<file path="src/rtl/huffman_coder_ctrl.sv">
// Sequencer for the 32-bit Huffman bit-packer: symbol table lookup, coder beat
// issue, mirrored length accounting, end-of-message padding and output FIFO.
module huffman_coder_ctrl #(
  parameter int unsigned TBL_AW     = 8,
  parameter int unsigned FIFO_DEPTH = 2
) (
  input  logic              clock,
  input  logic              resetn,
  input  logic              start,
  input  logic              tbl_we,
  input  logic [TBL_AW-1:0] tbl_addr,
  input  logic [11:0]       tbl_wdata,
  input  logic              s_valid,
  output logic              s_ready,
  input  logic [TBL_AW-1:0] s_data,
  input  logic              s_last,
  output logic              coder_ce,
  output logic              coder_resetn,
  output logic [7:0]        coder_code,
  output logic [3:0]        coder_length,
  input  logic [31:0]       coder_word,
  input  logic              coder_valid,
  output logic              m_valid,
  input  logic              m_ready,
  output logic [31:0]       m_data,
  output logic              m_last,
  output logic              busy,
  output logic              done,
  output logic              err
);

  localparam int unsigned PW = (FIFO_DEPTH > 1) ? $clog2(FIFO_DEPTH) : 1;
  localparam int unsigned CW = $clog2(FIFO_DEPTH + 1);

  typedef enum logic [2:0] {IDLE, CLEAR, RUN, PAD, DONE} state_e;

  state_e        state_q, state_d;
  logic [5:0]    acc_q, acc_d;
  logic          last_acc_q, last_acc_d;
  logic          p_valid_q, p_valid_d;
  logic          p_last_q, p_last_d;
  logic          err_q, err_d;
  logic          fly_q, fly_d;
  logic          fly_last_q, fly_last_d;
  logic [PW-1:0] wr_ptr_q, wr_ptr_d, rd_ptr_q, rd_ptr_d;
  logic [CW-1:0] cnt_q, cnt_d;

  logic [11:0]   tbl_q [0:(1<<TBL_AW)-1];
  logic [11:0]   tbl_rd_q;
  logic [32:0]   fifo_q [0:FIFO_DEPTH-1];

  logic          accept, push, pop, credit_ok, p_bad;
  logic [3:0]    p_len, pad_len;

  function automatic logic [PW-1:0] ptr_inc(input logic [PW-1:0] p);
    return (p == PW'(FIFO_DEPTH - 1)) ? '0 : p + PW'(1);
  endfunction

  assign p_len     = tbl_rd_q[11:8];
  assign p_bad     = (p_len == 4'd0) || (p_len > 4'd8);
  assign pad_len   = (acc_q <= 6'd24) ? 4'd8 : 4'(6'd32 - acc_q);
  // fly_q is the word the coder emitted last cycle, landing in the FIFO now
  assign credit_ok = (32'(cnt_q) + 32'(fly_q)) < FIFO_DEPTH;
  assign push      = fly_q;
  assign m_valid   = (cnt_q != '0);
  assign pop       = m_valid & m_ready;
  assign m_data    = fifo_q[rd_ptr_q][31:0];
  assign m_last    = m_valid & fifo_q[rd_ptr_q][32];
  assign busy      = (state_q != IDLE);
  assign err       = err_q;

  always_comb begin
    state_d      = state_q;
    acc_d        = acc_q;
    last_acc_d   = last_acc_q;
    p_valid_d    = p_valid_q;
    p_last_d     = p_last_q;
    err_d        = err_q;
    fly_d        = 1'b0;
    fly_last_d   = 1'b0;
    accept       = 1'b0;
    s_ready      = 1'b0;
    coder_ce     = 1'b0;
    coder_resetn = 1'b1;
    coder_code   = '0;
    coder_length = '0;
    done         = 1'b0;
    case (state_q)
      IDLE: begin
        if (start) begin
          state_d = CLEAR;
          err_d   = 1'b0;
        end
      end
      CLEAR: begin
        coder_ce     = 1'b1;
        coder_resetn = 1'b0;
        acc_d        = '0;
        last_acc_d   = 1'b0;
        p_valid_d    = 1'b0;
        state_d      = RUN;
      end
      RUN: begin
        s_ready = !last_acc_q && credit_ok;
        accept  = s_valid && s_ready;
        if (p_valid_q) begin
          if (p_bad) begin
            err_d     = 1'b1;
            p_valid_d = 1'b0;
            if (p_last_q) state_d = PAD;
          end else if ((acc_q < 6'd32) || credit_ok) begin
            coder_ce     = 1'b1;
            coder_code   = tbl_rd_q[7:0];
            coder_length = p_len;
            if (acc_q >= 6'd32) begin
              fly_d = 1'b1;
              acc_d = acc_q - 6'd32 + {2'b00, p_len};
            end else begin
              acc_d = acc_q + {2'b00, p_len};
            end
            p_valid_d = 1'b0;
            if (p_last_q) state_d = PAD;
          end
        end
        // a held stage-2 beat implies !credit_ok, so accept never overwrites it
        if (accept) begin
          p_valid_d = 1'b1;
          p_last_d  = s_last;
          if (s_last) last_acc_d = 1'b1;
        end
      end
      PAD: begin
        if (acc_q >= 6'd32) begin
          if (credit_ok) begin
            coder_ce = 1'b1;
            fly_d    = 1'b1;
            acc_d    = acc_q - 6'd32;
            if (acc_q == 6'd32) begin
              fly_last_d = 1'b1;
              state_d    = DONE;
            end
          end
        end else if (acc_q == '0) begin
          state_d = DONE;
        end else begin
          coder_ce     = 1'b1;
          coder_length = pad_len;
          acc_d        = acc_q + {2'b00, pad_len};
        end
      end
      DONE: begin
        if (!fly_q) begin
          done    = 1'b1;
          state_d = IDLE;
        end
      end
      default: state_d = IDLE;
    endcase
  end

  always_comb begin
    wr_ptr_d = wr_ptr_q;
    rd_ptr_d = rd_ptr_q;
    cnt_d    = cnt_q;
    if (push) wr_ptr_d = ptr_inc(wr_ptr_q);
    if (pop)  rd_ptr_d = ptr_inc(rd_ptr_q);
    case ({push, pop})
      2'b10:   cnt_d = cnt_q + CW'(1);
      2'b01:   cnt_d = cnt_q - CW'(1);
      default: cnt_d = cnt_q;
    endcase
  end

  always_ff @(posedge clock or negedge resetn) begin
    if (!resetn) begin
      state_q    <= IDLE;
      acc_q      <= '0;
      last_acc_q <= 1'b0;
      p_valid_q  <= 1'b0;
      p_last_q   <= 1'b0;
      err_q      <= 1'b0;
      fly_q      <= 1'b0;
      fly_last_q <= 1'b0;
      wr_ptr_q   <= '0;
      rd_ptr_q   <= '0;
      cnt_q      <= '0;
    end else begin
      state_q    <= state_d;
      acc_q      <= acc_d;
      last_acc_q <= last_acc_d;
      p_valid_q  <= p_valid_d;
      p_last_q   <= p_last_d;
      err_q      <= err_d;
      fly_q      <= fly_d;
      fly_last_q <= fly_last_d;
      wr_ptr_q   <= wr_ptr_d;
      rd_ptr_q   <= rd_ptr_d;
      cnt_q      <= cnt_d;
    end
  end

  always_ff @(posedge clock) begin
    if (tbl_we) tbl_q[tbl_addr] <= tbl_wdata;
    if (accept) tbl_rd_q <= tbl_q[s_data];
  end

  always_ff @(posedge clock) begin
    if (push) fifo_q[wr_ptr_q] <= {fly_last_q, coder_word};
  end

  a_word_present: assert property (@(posedge clock) disable iff (!resetn) fly_q |-> coder_valid);

endmodule
</file>
<file path="config.mk">
export PLATFORM = sky130hd
export DESIGN_NAME = huffman_coder_ctrl
export DESIGN_NICKNAME = d
export VERILOG_FILES = /design/src/rtl/huffman_coder_ctrl.sv
export SDC_FILE = /design/constraint.sdc
export NUM_CORES = 2
export LEC_CHECK = 0
export ABC_AREA = 1
export BUFFER_PORTS_ARGS = -buffer_cell sky130_fd_sc_hd__buf_2
export CAP_MARGIN = 20
export CORE_MARGIN = 1
export CORE_UTILIZATION = 34
export CTS_CLUSTER_SIZE = 25
export DETAILED_ROUTE_END_ITERATION = 8
export HOLD_SLACK_MARGIN = 0.15
export PLACE_DENSITY = 0.51
export SYNTH_ARGS = -nofsm -noshare
export SYNTH_HDL_FRONTEND = slang
export SYNTH_SLANG_ARGS = --single-unit
export TNS_END_PERCENT = 5
</file>
<file path="constraint.sdc">
create_clock -name clock -period 2.2 [get_ports clock]
set_input_delay 0.22 -clock clock [delete_from_list [all_inputs] [get_ports clock]]
set_output_delay 0.22 -clock clock [all_outputs]
set_load 0.005 [all_outputs]
</file>
==> metrics.md <==
| Metric | Value |
|---|---|
| Die width | `617.4 um` |
| Post-route cell area | `154000 sq um` |
| Clock slew at reported path FFs | `60 ps` |
| Worst slew pin tran | `1210 ps` |
| Switching part of the total | `23.79%` |
| Avg Cell Area, Syn | `12.04 sq um` |
| Syn_nets | `10780` |
| Storage cell area | `95070 sq um` |
| Vias/cell | `5.204` |
| I/O pin cnt | `120` |
| Die H | `617.4 um` |
| GRT Residual Overflow | `0` |
| Leak Pwr | `0.05497 uW` |
| Clock Power Share | `42.0%` |
| Clock Tree Buf Depth | `4` |
| Detail Placement HPWL | `247.9 mm` |
| Final Hold Vio Count | `0` |
| Power Dens Cells | `871.3 nW/um^2` |
| Largest delay share family, worst path | `buffers and inverters` |
| # fillers | `35030` |
| Post-Route WL | `405.3 mm` |
| #FFs+latches synth | `3169` |
| First-pass GRT wire length | `586.5 mm` |
| Largest net degree at the start of global routing | `116` |
| Reg-to-reg startpoint | `tbl_q[251][1]` |
| CP Capture Type | `primary output` |
| Worst slew margin | `19.24%` |
| Min-delay src | `tbl_wdata[7]` |
| Core ar. | `376400 sq um` |
| CP Launch Point | `tbl_rd_q[8]` |
| Flop2flop setup slack | `40 ps` |
| Largest stage delay, worst path | `400 ps` |
| CTS root buf | `clkbuf_16` |
| Clock latency on the worst-skew pair | `940 ps` |
| Die area | `381200 sq um` |
| Failing checks | `negative setup slack` |
| Synth Cell Area | `128800 sq um` |
| Wirelength per Cell | `24.21 um` |
| Startpoint class of the critical path | `flop` |
| RSZ-0062 raised after global routing | `yes` |
| TritonCTS clock tree | `built` |
| Tot GR Track Use | `20.72%` |
| Register share of total power | `49.8%` |
| Layout cells sized above 1 | `13.59%` |
| Final min period | `3027 ps` |
| Final worst path period share | `137.6%` |
| Max Fclk | `330.4 MHz` |
| GP Congestion | `0.9019` |
| Worst Slack Setup Final | `-826.6 ps` |
| Post-synthesis cell count | `10700` |
| Sw power | `31930 uW` |
| Register area share after synthesis | `73.83%` |
| Number of CTS-inserted buffers | `341` |
| Via count | `87110` |
| Cell with the largest stage delay on the worst path | `edfxtp_1` |
| Area after DPL | `141900 sq um` |
| Cells along the critical path | `buf_6 > nor3_2 > buf_4 > xor2_2 > nand4_1 > buf_6 > buf_12 > nor2_4 > buf_6 > buf_6` |
| DR DRC count | `0` |
| Max_cap viols | `0` |
| Iteration-0 DRC Markers | `9709` |
| WS Path Type | `reg2out` |
| Worst hold path class | `in2reg` |
| Outcome | `finished with violations` |
| Crit path DAT | `2810 ps` |
| CTS sink cnt | `3169` |
| Power Internal | `102300 uW` |
| Row cnt | `225` |
| Initial antenna violation count | `24` |
| Netlist cell types | `33` |
| VDD IR max | `0.0005945 V` |
| Layout Nets | `11540` |
| Endpoints failing setup | `14` |
| WP data required | `1980 ps` |
| Initial Util | `34.21%` |
| Buf/Inv on CP | `6` |
| Vias in the first global route | `83950` |
| # H-tree levels | `5` |
| Comb power frac | `8.2%` |
| Antenna-violating nets left | `0` |
| Area occupied by multi-input gates | `29530 sq um` |
| Top cell by count, worst path | `buf_6` |
| Final setup TNS | `-10280 ps` |
| TritonRoute pass-1 iters | `6` |
| Total number of yosys warnings | `0` |
| Fin. max-slew vios | `0` |
| Skew final | `34.69 ps` |
| Crit path max fanout | `6` |
| IO buf count | `118` |
| Area delta synth->final | `19.63%` |
## logic make-up after synthesis
logic type	share of synthesized area (%)
adder cells (fa/ha/maj)	0.1030
buffers and inverters	3.429
AO/OA/AOI/OAI	0.1574
flip-flops	73.83
AND/OR/NAND/NOR	22.44
XOR/XNOR	0.04081
## power by group through the flow
stage / Sequential [uW] / Clock, uW / Combinational [uW]
2_1_floorplan: 68100 / 0 / 5250
4_1_cts: 66800 / 57400 / 10900
3_3_place_gp: 68100 / 0 / 10600
3_5_place_dp: 68100 / 0 / 10700
5_1_grt: 66800 / 59500 / 11900
6_report: 66800 / 56400 / 11000
## layout by cell type, fill, tap and decap left out, types with 5 or more instances in the layout
cell           count
nand2_1         3296
nor2_4            10
nand3_2           14
clkinv_1          67
nand3_1         3024
clkbuf_16        346
edfxtp_1        3150
nor2_1           293
clkbuf_1          72
buf_4            662
clkinv_2          60
dlygate4sd3_1     95
inv_6              5
bufinv_16         27
inv_8              6
dfrtp_1           17
inv_2              5
a21oi_1           10
buf_2             98
inv_1             70
buf_6             11
diode_2           10
buf_12           257
ha_1               8
buf_8             15
nand4_1            5
o21ai_0           12
nand2_2           23
clkinvlp_4        16
clkinv_8          12
## per-layer routing
| metal | wire, um | global-route usage [%] | up-vias |
|---|---|---|---|
| li1 | - | - | 39610 |
| met1 | 174300 | 28.65 | 43600 |
| met2 | 189100 | 33.42 | 3380 |
| met3 | 29290 | 3.342 | 526 |
| met4 | 12570 | 6.475 | 2 |
| met5 | 15 | 0 | - |
## state kept, by name, summed over array words and instances (netlist names), 2 cells and up
register,count
tbl_q,3072
fifo_q,66
tbl_rd_q,12
acc_q,6
state_q,3
cnt_q,2
## synthesized netlist by cell type (all sizes together)
cell    instances  area share [%]
nor4            2          0.0097
buf           600             2.8
a21oi          12           0.050
ha              9           0.087
o21ai          15           0.058
o22ai           2          0.0097
nor2          304            0.90
nand3b          1          0.0058
nand3        3038              12
edfxtp       3150              73
clkinv          3          0.0087
nand2        3320             9.7
o211ai          1          0.0058
inv            79            0.23
clkbuf        119            0.35
a31oi           3           0.015
fa              1           0.016
xnor2           2           0.014
a32o            1          0.0078
xor2            4           0.027
dfrtp          19            0.37
o31ai           1          0.0058
nand4           5           0.024
a21o            1          0.0058
nor3            5           0.019
## through the flow
stage / instances / worst slack (ps) / power (uW) / utilization [%] / hold slack [ps]
after floorplan: 10700 / 314.0 / 73310 / - / -75.59
after global placement: 16020 / -891.7 / 78660 / 37.69 / 195.5
after detailed placement: 16020 / -925.5 / 78750 / 37.69 / 206.3
after CTS: 16730 / -891.4 / 135200 / 40.89 / 152.0
after global routing: 16730 / -901.9 / 138200 / 40.92 / 221.2
final: 16740 / -826.6 / 134200 / 40.93 / 226.6
## worst paths after layout
path	to	cells past startpoint
max	coder_code[4]	10
min	tbl_q[117][7]	2
max reg2reg	tbl_rd_q[1]	10
min reg2reg	fifo_q[0][32]	0
max in group asynchronous	state_q[0]	3
min in group asynchronous	acc_q[3]	3
## cell type report
| class | count | area share, % |
|---|---|---|
| Tap cell | 4994 | 4.056 |
| Clock inverter | 198 | 1.263 |
| Inverter | 82 | 0.2323 |
| Multi-Input combinational cell | 6727 | 19.17 |
| Sequential cell | 3169 | 61.71 |
| Clock buffer | 418 | 5.796 |
| Antenna cell | 10 | 0.01624 |
| Timing Repair Buffer | 1140 | 7.755 |
## what timing repair did
action	4_1_cts	5_1_grt
pin swaps	1	2
setup buffers	1	0
hold buffers	95	0
gates resized for setup	46	35
gates cloned	1	0
endpoints found under the setup margin	49	35
endpoints found under the hold margin	3190	0
Note: power is estimated with default switching activity, not from simulation.
